### config.mk
export PLATFORM = sky130hd
export DESIGN_NAME = fir_result_collector
export DESIGN_NICKNAME = d
export VERILOG_FILES = /design/src/rtl/fir_result_collector.sv
export SDC_FILE = /design/constraint.sdc
export NUM_CORES = 1
export LEC_CHECK = 0
export ABC_AREA = 1
export CELL_PAD_IN_SITES_DETAIL_PLACEMENT = 1
export CELL_PAD_IN_SITES_GLOBAL_PLACEMENT = 1
export CORE_ASPECT_RATIO = 0.6
export CORE_MARGIN = 5
export CORE_UTILIZATION = 47
export DETAILED_ROUTE_END_ITERATION = 16
export GPL_ROUTABILITY_DRIVEN = 1
export PLACE_DENSITY_LB_ADDON = 0.1
export RECOVER_POWER = 50
export SLEW_MARGIN = 20
export SYNTH_ARGS = -nofsm -noshare
export SYNTH_HDL_FRONTEND = slang
export SYNTH_SLANG_ARGS = --single-unit
export TNS_END_PERCENT = 50
### constraint.sdc
create_clock -name i_clk -period 4.9 [get_ports i_clk]
set_clock_uncertainty 0.05 [all_clocks]
set_input_delay 0.735 -clock i_clk [delete_from_list [all_inputs] [get_ports i_clk]]
set_output_delay 0.735 -clock i_clk [all_outputs]
set_load 0.005 [all_outputs]
### src/rtl/fir_result_collector.sv
// fir_result_collector: captures FIR results, rounds/shifts/saturates them to a
// narrow signed word, buffers them in a small FIFO drained over valid/ready, and
// tracks run progress against a programmed output length.
module fir_result_collector #(
    parameter int IW    = 12,
    parameter int OW    = 2*IW+7,
    parameter int DW    = 16,
    parameter int DEPTH = 16,
    parameter int SHW   = 5
) (
    input  logic                     i_clk,
    input  logic                     i_reset_n,
    input  logic                     i_start,
    input  logic [15:0]              i_output_length,
    input  logic [SHW-1:0]           i_shift,
    input  logic signed [OW-1:0]     i_result,
    input  logic                     i_result_valid,
    input  logic                     i_strobe,
    output logic signed [DW-1:0]     o_data,
    output logic                     o_valid,
    input  logic                     i_ready,
    output logic [$clog2(DEPTH):0]   o_count,
    output logic                     o_full,
    output logic                     o_busy,
    output logic                     o_done,
    output logic                     o_overflow,
    output logic                     o_sat
);

    localparam int AW = $clog2(DEPTH);
    localparam logic signed [OW:0] P_MAX = (OW+1)'(2**(DW-1) - 1);
    localparam logic signed [OW:0] P_MIN = ~P_MAX;

    typedef enum logic [1:0] {S_IDLE, S_COLLECT, S_DRAIN, S_DONE} state_t;

    // Round-half-up then arithmetic right shift; one guard bit keeps the bias add from wrapping.
    function automatic logic signed [OW:0] f_round_shift(input logic signed [OW-1:0] v,
                                                         input logic [SHW-1:0] sh);
        logic signed [OW:0] ext;
        logic signed [OW:0] bias;
        ext  = {v[OW-1], v};
        bias = '0;
        if (sh != '0) bias = (OW+1)'(1) << (sh - 1'b1);
        return (ext + bias) >>> sh;
    endfunction

    function automatic logic f_clipped(input logic signed [OW:0] v);
        return (v > P_MAX) || (v < P_MIN);
    endfunction

    function automatic logic signed [DW-1:0] f_saturate(input logic signed [OW:0] v);
        logic signed [DW-1:0] res;
        if (v > P_MAX)      res = P_MAX[DW-1:0];
        else if (v < P_MIN) res = P_MIN[DW-1:0];
        else                res = v[DW-1:0];
        return res;
    endfunction

    state_t                r_state;
    state_t                w_state_next;
    logic [15:0]           r_len;
    logic [SHW-1:0]        r_shift;
    logic [15:0]           r_acc_cnt;
    logic                  r_vld_p1;
    logic signed [DW-1:0]  r_data_p1;
    logic signed [DW-1:0]  r_mem [DEPTH];
    logic [AW-1:0]         r_wptr;
    logic [AW-1:0]         r_rptr;
    logic [AW:0]           r_count;
    logic                  r_overflow;
    logic                  r_sat;

    logic                  w_accept;
    logic                  w_len_reached;
    logic [SHW-1:0]        w_shift_clamped;
    logic signed [OW:0]    w_scaled;
    logic                  w_full;
    logic                  w_rd;
    logic                  w_wr;
    logic                  w_drop;

    assign w_shift_clamped = (int'(i_shift) > OW-1) ? SHW'(OW-1) : i_shift;
    assign w_accept        = (r_state == S_COLLECT) && i_strobe && i_result_valid &&
                             (r_acc_cnt < r_len) && !i_start;
    assign w_len_reached   = ({1'b0, r_acc_cnt} + 17'(w_accept)) >= {1'b0, r_len};
    assign w_scaled        = f_round_shift(i_result, r_shift);

    assign w_full  = (r_count == (AW+1)'(DEPTH));
    assign w_rd    = (r_count != '0) && i_ready;
    assign w_wr    = r_vld_p1 && (!w_full || w_rd);
    assign w_drop  = r_vld_p1 && w_full && !w_rd;

    assign o_data     = (r_count != '0) ? r_mem[r_rptr] : '0;
    assign o_valid    = (r_count != '0);
    assign o_count    = r_count;
    assign o_full     = w_full;
    assign o_busy     = (r_state == S_COLLECT) || (r_state == S_DRAIN);
    assign o_done     = (r_state == S_DONE);
    assign o_overflow = r_overflow;
    assign o_sat      = r_sat;

    // Run state register.
    always_ff @(posedge i_clk or negedge i_reset_n) begin
        if (!i_reset_n) r_state <= S_IDLE;
        else            r_state <= w_state_next;
    end

    // Next-state decode; a start pulse restarts collection from any state.
    always_comb begin
        w_state_next = r_state;
        if (i_start) begin
            w_state_next = S_COLLECT;
        end else begin
            case (r_state)
                S_IDLE:    w_state_next = S_IDLE;
                S_COLLECT: if (w_len_reached) w_state_next = S_DRAIN;
                S_DRAIN:   if ((r_count == '0) && !r_vld_p1) w_state_next = S_DONE;
                S_DONE:    w_state_next = S_DONE;
                default:   w_state_next = S_IDLE;
            endcase
        end
    end

    // Latch run configuration on start; shift is clamped so it never exceeds OW-1.
    always_ff @(posedge i_clk or negedge i_reset_n) begin
        if (!i_reset_n) begin
            r_len   <= '0;
            r_shift <= '0;
        end else if (i_start) begin
            r_len   <= i_output_length;
            r_shift <= w_shift_clamped;
        end
    end

    // Stage 1: accept counter, scaled word, and sticky saturation flag.
    always_ff @(posedge i_clk or negedge i_reset_n) begin
        if (!i_reset_n) begin
            r_acc_cnt <= '0;
            r_vld_p1  <= 1'b0;
            r_data_p1 <= '0;
            r_sat     <= 1'b0;
        end else if (i_start) begin
            r_acc_cnt <= '0;
            r_vld_p1  <= 1'b0;
            r_sat     <= 1'b0;
        end else begin
            r_vld_p1 <= w_accept;
            if (w_accept) begin
                r_acc_cnt <= r_acc_cnt + 16'd1;
                r_data_p1 <= f_saturate(w_scaled);
                if (f_clipped(w_scaled)) r_sat <= 1'b1;
            end
        end
    end

    // FIFO control: pointers, occupancy and sticky overflow; start flushes everything.
    always_ff @(posedge i_clk or negedge i_reset_n) begin
        if (!i_reset_n) begin
            r_wptr     <= '0;
            r_rptr     <= '0;
            r_count    <= '0;
            r_overflow <= 1'b0;
        end else if (i_start) begin
            r_wptr     <= '0;
            r_rptr     <= '0;
            r_count    <= '0;
            r_overflow <= 1'b0;
        end else begin
            if (w_wr) r_wptr <= r_wptr + 1'b1;
            if (w_rd) r_rptr <= r_rptr + 1'b1;
            case ({w_wr, w_rd})
                2'b10:   r_count <= r_count + 1'b1;
                2'b01:   r_count <= r_count - 1'b1;
                default: r_count <= r_count;
            endcase
            if (w_drop) r_overflow <= 1'b1;
        end
    end

    // FIFO storage; when full with a simultaneous read the freed head slot takes the new word.
    always_ff @(posedge i_clk) begin
        if (w_wr) r_mem[r_wptr] <= r_data_p1;
    end

endmodule

---- After elaboration in Yosys (flattened, before gate mapping) ----
Memory sizes are Yosys's and may differ from the RTL's.
Cells that the tools add are included.
operators by class
  multiplexer cells ....................... 25
  $lt $le $gt $ge ......................... 5
  shift operators ......................... 2
  reduce and logical (&&, ||, !) cells .... 29
  equality and inequality tests ........... 8
  bitwise gates (word level) .............. 1
  add/subtract/negate cells ............... 8
operators by type and width
  cell                                                              number
  two-way mux 16 bit                                                5
  adder 31 x 32 -> 32 bit                                           1
  greater-than comparator 32 x 16 -> 1 bit (second input constant)  1
  less-than comparator 32 x 16 -> 1 bit (second input constant)     1
  two-way mux 32 bit                                                1
  left shift 1 x 5 -> 32 bit (first input constant)                 1
  >>> shifter 32 x 5 -> 32 bit                                      1
  adder 16 x 1 -> 17 bit                                            1
  >= comparator 17 x 16 -> 1 bit                                    1
  adder 16 x 1 -> 16 bit (second input constant)                    1
  less-than comparator 16 bit                                       1
  two-way mux 4 bit                                                 4
  two-way mux 5 bit                                                 2
  one-hot mux 5 bit (2 select lines)                                1
  nonzero test 2 bit                                                5
  nonzero test 5 bit                                                2
  subtractor 5 x 1 -> 5 bit (second input constant)                 2
  logical AND 1 bit                                                 9
  adder 4 x 1 -> 4 bit (second input constant)                      2
  two-way mux 1 bit                                                 8
  one-hot mux 2 bit (4 select lines)                                1
  equality test 2 bit (second input constant)                       3
  two-way mux 2 bit                                                 3
  AND reduction 2 bit                                               3
  other kinds (12)                                                  18
storage, ports and cells
  memory bits (writable) .................. 256
  memories ................................ 1
  input bits .............................. 58
  register bits after elaboration ......... 71
memory list
  memory  depth  bits a word  read ports  clocked after memory_dff  wr ports  RTL line  RTL
  r_mem   16     16           1           0                         1         66        logic signed [DW-1:0] r_mem [DEPTH];

---- Logic depth before layout (Yosys ltp) ----
  depth in word-level cells ............... 10
  mapped depth ............................ 39
  gate-level depth less buffers ........... 36

---- Worst setup path after synthesis ----
OpenSTA, ideal clock, no wires.
  path type ............................... register to register
  start ................................... reg r_acc_cnt[1]
  end ..................................... reg r_state[0]
  slack ................................... 421 ps
  data arrival time ....................... 4300 ps
  cell stages (with the launch flop) ...... 30
  required time ........................... 4720 ps
  period minus slack after synthesis ...... 4479 ps
  path through ............................ dfrtp_1 > ha_1 > a21boi_0 > o211ai_1 > nand2_1 > nand4_1 > o211ai_1 > a21oi_1 > o21ai_0 > nor2_1 > clkbuf_1 > ha_1 > ha_1 > inv_1 > nor2_1 > nand3_1 > nor2_1 > xor2_1 > ha_1 > inv_1 > nor3_1 > o31ai_1 > o311ai_0 > a21boi_0 > o21ai_0 > nand2_1 > nand4_1 > nand2_1 > nor4_1 > a21oi_1
between the ends
  word-level cells in the longest chain between the ends .. 7
ends and longest elaborated chain
  element                           RTL line  RTL
  start: declaration                63        logic [15:0] r_acc_cnt;
  start signal: assignment          149       r_acc_cnt <= r_acc_cnt + 16'd1;
  less-than comparator 16 bit       84        (r_acc_cnt < r_len) && !i_start;
  logical AND 1 bit                 83        assign w_accept = (r_state == S_COLLECT) && i_strobe && i_result_valid &&
  logical AND 1 bit                 84
  adder 16 x 1 -> 17 bit *          85        assign w_len_reached = ({1'b0, r_acc_cnt} + 17'(w_accept)) >= {1'b0, r_len};
  >= comparator 17 x 16 -> 1 bit *  85
  != test 3 bit (no line) *         -
  AND reduction 2 bit (no line) *   -
  end signal: assignment            105       else r_state <= w_state_next;
  end: declaration                  59        state_t r_state;
Every way passes the cells marked *; elsewhere a longest branch is shown, timed or not.
A chain may end at the register's enable or synchronous reset.

---- Worst setup path after layout ----
  start ................................... reg r_shift[1]
  end ..................................... reg r_data_p1[0]
between the ends
  word-level cells in the longest chain between the ends .. 8
ends and longest elaborated chain
  element                                RTL line  RTL
  start: declaration                     62        logic [SHW-1:0] r_shift;
  start signal: assignment               131       r_shift <= w_shift_clamped;
  subtractor 5 x 1 -> 5 bit              43        if (sh != '0) bias = (OW+1)'(1) << (sh - 1'b1);
  left shift 1 x 5 -> 32 bit             43
  two-way mux 32 bit                     43
  adder 31 x 32 -> 32 bit                44        return (ext + bias) >>> sh;
  >>> shifter 32 x 5 -> 32 bit *         44
  less-than comparator 32 x 16 -> 1 bit  54        else if (v < P_MIN) res = P_MIN[DW-1:0];
  two-way mux 16 bit                     54
  two-way mux 16 bit *                   53        if (v > P_MAX) res = P_MAX[DW-1:0];
  end signal: assignment                 150       r_data_p1 <= f_saturate(w_scaled);
  end: declaration                       65        logic signed [DW-1:0] r_data_p1;
Marked as above.

==> metrics <==
Post-synth top cells=nand2_1, nor2_1, edfxtp_1; highest-delay cell along the critical path=dfrtp_1; most frequent cell after synthesis=nand2_1; Cell Area, Synth=0.01886 mm2; synthesized instance count=2,218; H-tree depth=1; TritonCTS clock tree=done; crit path launch type=flop; Detail Placement HPWL=47,330 um; placed cell areas=0.02043 mm2; crit path DAT=5080 ps; largest net degree at the start of global routing=103; Row Count=56; Avg Synthesized Cell Area=8.502 um2; leakage dissipation=8.988 nW; share of the yosys chip area belonging to registers=50.19%; top cells by area, synth=edfxtp_1, dfrtp_1, nand2_1; first-pass iteration count of the detailed router=5; Remaining DRCs=0; design area=0.02154 mm2; First DRT Iteration DRCs=2,008; Fin Hold WS=457.5 ps; fill count=4,693; RSZ-0062 raised after global routing=yes; Worst Path Required=5300 ps; Min Clock Period, post-route=4680 ps; register area=0.009469 mm2; Crit path largest cell delay=430 ps; multi-input combinational cell area=0.008318 mm2; TritonCTS Buffers=29; root buffer cell=clkbuf_16; chip width=268.6 um; status=complete, but fails checks; distinct cell type count after synthesis=49; clk buf depth=3; antenna diode count=0; Starting Density=47.89%; post-route ant nets=0; syn nets=2,355; Post-synth EDFFs=256; most frequent cell on the critical path=nand2_1; Post-synth ARST share=21.71%; Post-synth top flop=edfxtp_1; first-pass GRT wire length=101,500 um; Worst Setup End Kind=flop; Die Y=165.2 um; core box area=0.03938 mm2; Layout Nets=2,429; Yosys top cell by area=edfxtp_1; vias in the first global route=16,830; worst hold path class=reg -> reg; Synth Register Bits=327; total track usage=29.87%; DR WL/cell=23.66 um; VDD IR max=0.2724 mV; CP delay by family, top=simple AND/OR/NAND/NOR gates; crit-path max FO=15; Reg clk slew, reported paths=70 ps; clk_lat worst skew=580 ps; fmax=0.2137 GHz; worst path bufs/invs=3; Final Setup Violations=0; Period Utilization, post-route=95.51%; hold_buf cts=0; max cap viols=1; YS warnings=0; gr ovfl total=0; layout cells sized above 1=9.952%; Vias=16,820; initial antenna violation count=4; Worst Path Class, Setup=reg -> reg; GPL Wtd Cong=0.9686; Worst Tran Pin Value=1931 ps; final hold viol count=0; Area growth syn-to-layout=14.21%; Max-slew headroom=-28.74%; port bufs=84; # IOs=85; Max Slew Vio Count=72; vias per cell=5.938; Power Dens Cells=386.7 mW/mm2; Finished Core Util=54.69%; failing checks=capacitance limit, slew limit; Die Footprint=0.04436 mm2; Clock Sinks=327; final wirelength=67,030 um; post-synth top area share=40.77%
timing repair:
item / CTS / global route
gates resized for setup: 1 / 54
endpoints found under the setup margin: 15 / 18
pin swaps: 0 / 6
buffers inserted: 0 / 2
gates cloned: 0 / 0
state kept, by name, summed over array words and instances, names as in the netlist, 2 cells and up:
signal / cells
r_mem: 256
r_data_p1: 16
r_wptr: 4
o_count: 5
r_len: 16
r_shift: 5
r_acc_cnt: 16
r_state: 2
r_rptr: 4
metal layers:
layer	vias up	wire (um)	GRT usage [%]	share of wire, %
li1	7671	-	-	-
met1	8379	32070	47.48	48
met2	719	27050	41.50	40
met3	54	7207	8.293	11
met4	0	705	3.749	1.1
met5	-	0	0	0
final timing paths:
kind                                              to                   start  slack (ps)  cells after the start
max                         r_data_p1[0]$_DFFE_PN0P_  r_shift[1]$_DFFE_PN0P_         220                     29
min                           o_overflow$_DFFE_PN0P_  o_overflow$_DFFE_PN0P_         460                      2
max reg2reg                 r_data_p1[0]$_DFFE_PN0P_  r_shift[1]$_DFFE_PN0P_         220                     29
min reg2reg                   o_overflow$_DFFE_PN0P_  o_overflow$_DFFE_PN0P_         460                      2
max in group asynchronous      r_rptr[0]$_DFFE_PN0P_               i_reset_n        2770                      1
min in group asynchronous  r_acc_cnt[12]$_DFFE_PN0P_               i_reset_n         620                      1
cell families (layout without fill, tap and decap cells):
| group | count (synthesis) | in the layout | share of synthesized area (%) |
|---|---|---|---|
| XOR/XNOR | 33 | 33 | 1.533 |
| AND/OR/NAND/NOR | 1029 | 1029 | 23.15 |
| multiplexers | 3 | 3 | 0.1593 |
| adder cells (fa/ha/maj) | 79 | 79 | 5.321 |
| buffers and inverters | 339 | 432 | 6.940 |
| AO/OA/AOI/OAI | 408 | 408 | 12.71 |
| flip-flops | 327 | 327 | 50.19 |
worst reg2reg max path: cells and delay by family, from the launching register on:
| kind | cells | cell delay [ps] |
|---|---|---|
| adder cells (fa/ha/maj) | 1 | 230 |
| buffers and inverters | 3 | 440 |
| AND/OR/NAND/NOR | 23 | 3140 |
| flip-flops | 1 | 430 |
| AO/OA/AOI/OAI | 2 | 250 |
layout make-up:
class                      count  share of cell area [%]
inverter                     238                   4.154
clock buffer                  40                   3.782
sequential                   327                   43.97
timing repair buffer         144                   6.170
clock inverter                10                  0.2730
multi-input combinational   1552                   38.62
tap                          522                   3.033
cell usage in the layout, fill, tap and decap left out, types with 23 or more instances in the layout:
cell             instances
nand2_1                453
nor2_1                 265
edfxtp_1               256
inv_1                  226
o21ai_0                215
nand3_1                174
clkdlybuf4s50_1         82
a21oi_1                 75
ha_1                    74
dfrtp_1                 69
buf_4                   54
o221ai_1                45
nor2_2                  29
clkbuf_16               29
nand2_2                 27
xor2_1                  23
report_power, final:
group | internal (mW) | switching, mW | leakage, nW
clock network | 1.16 | 1.03 | 0.433
registers | 3.40 | 0.401 | 3.16
logic | 0.857 | 1.47 | 5.40
per-stage QoR:
step / cells / power, mW / setup WS (ps) / setup TNS [ps]
6_report: 2833 / 8.328 / 220.2 / 0
5_1_grt: 2833 / 8.731 / -56.66 / -353.8
4_1_cts: 2831 / 8.276 / 18.71 / 0
2_1_floorplan: 2218 / 5.013 / 420.6 / 0
3_5_place_dp: 2781 / 6.089 / -16.67 / -62.53
3_3_place_gp: 2781 / 5.971 / 127.1 / 0
Note: power is estimated with default switching activity, not from simulation.
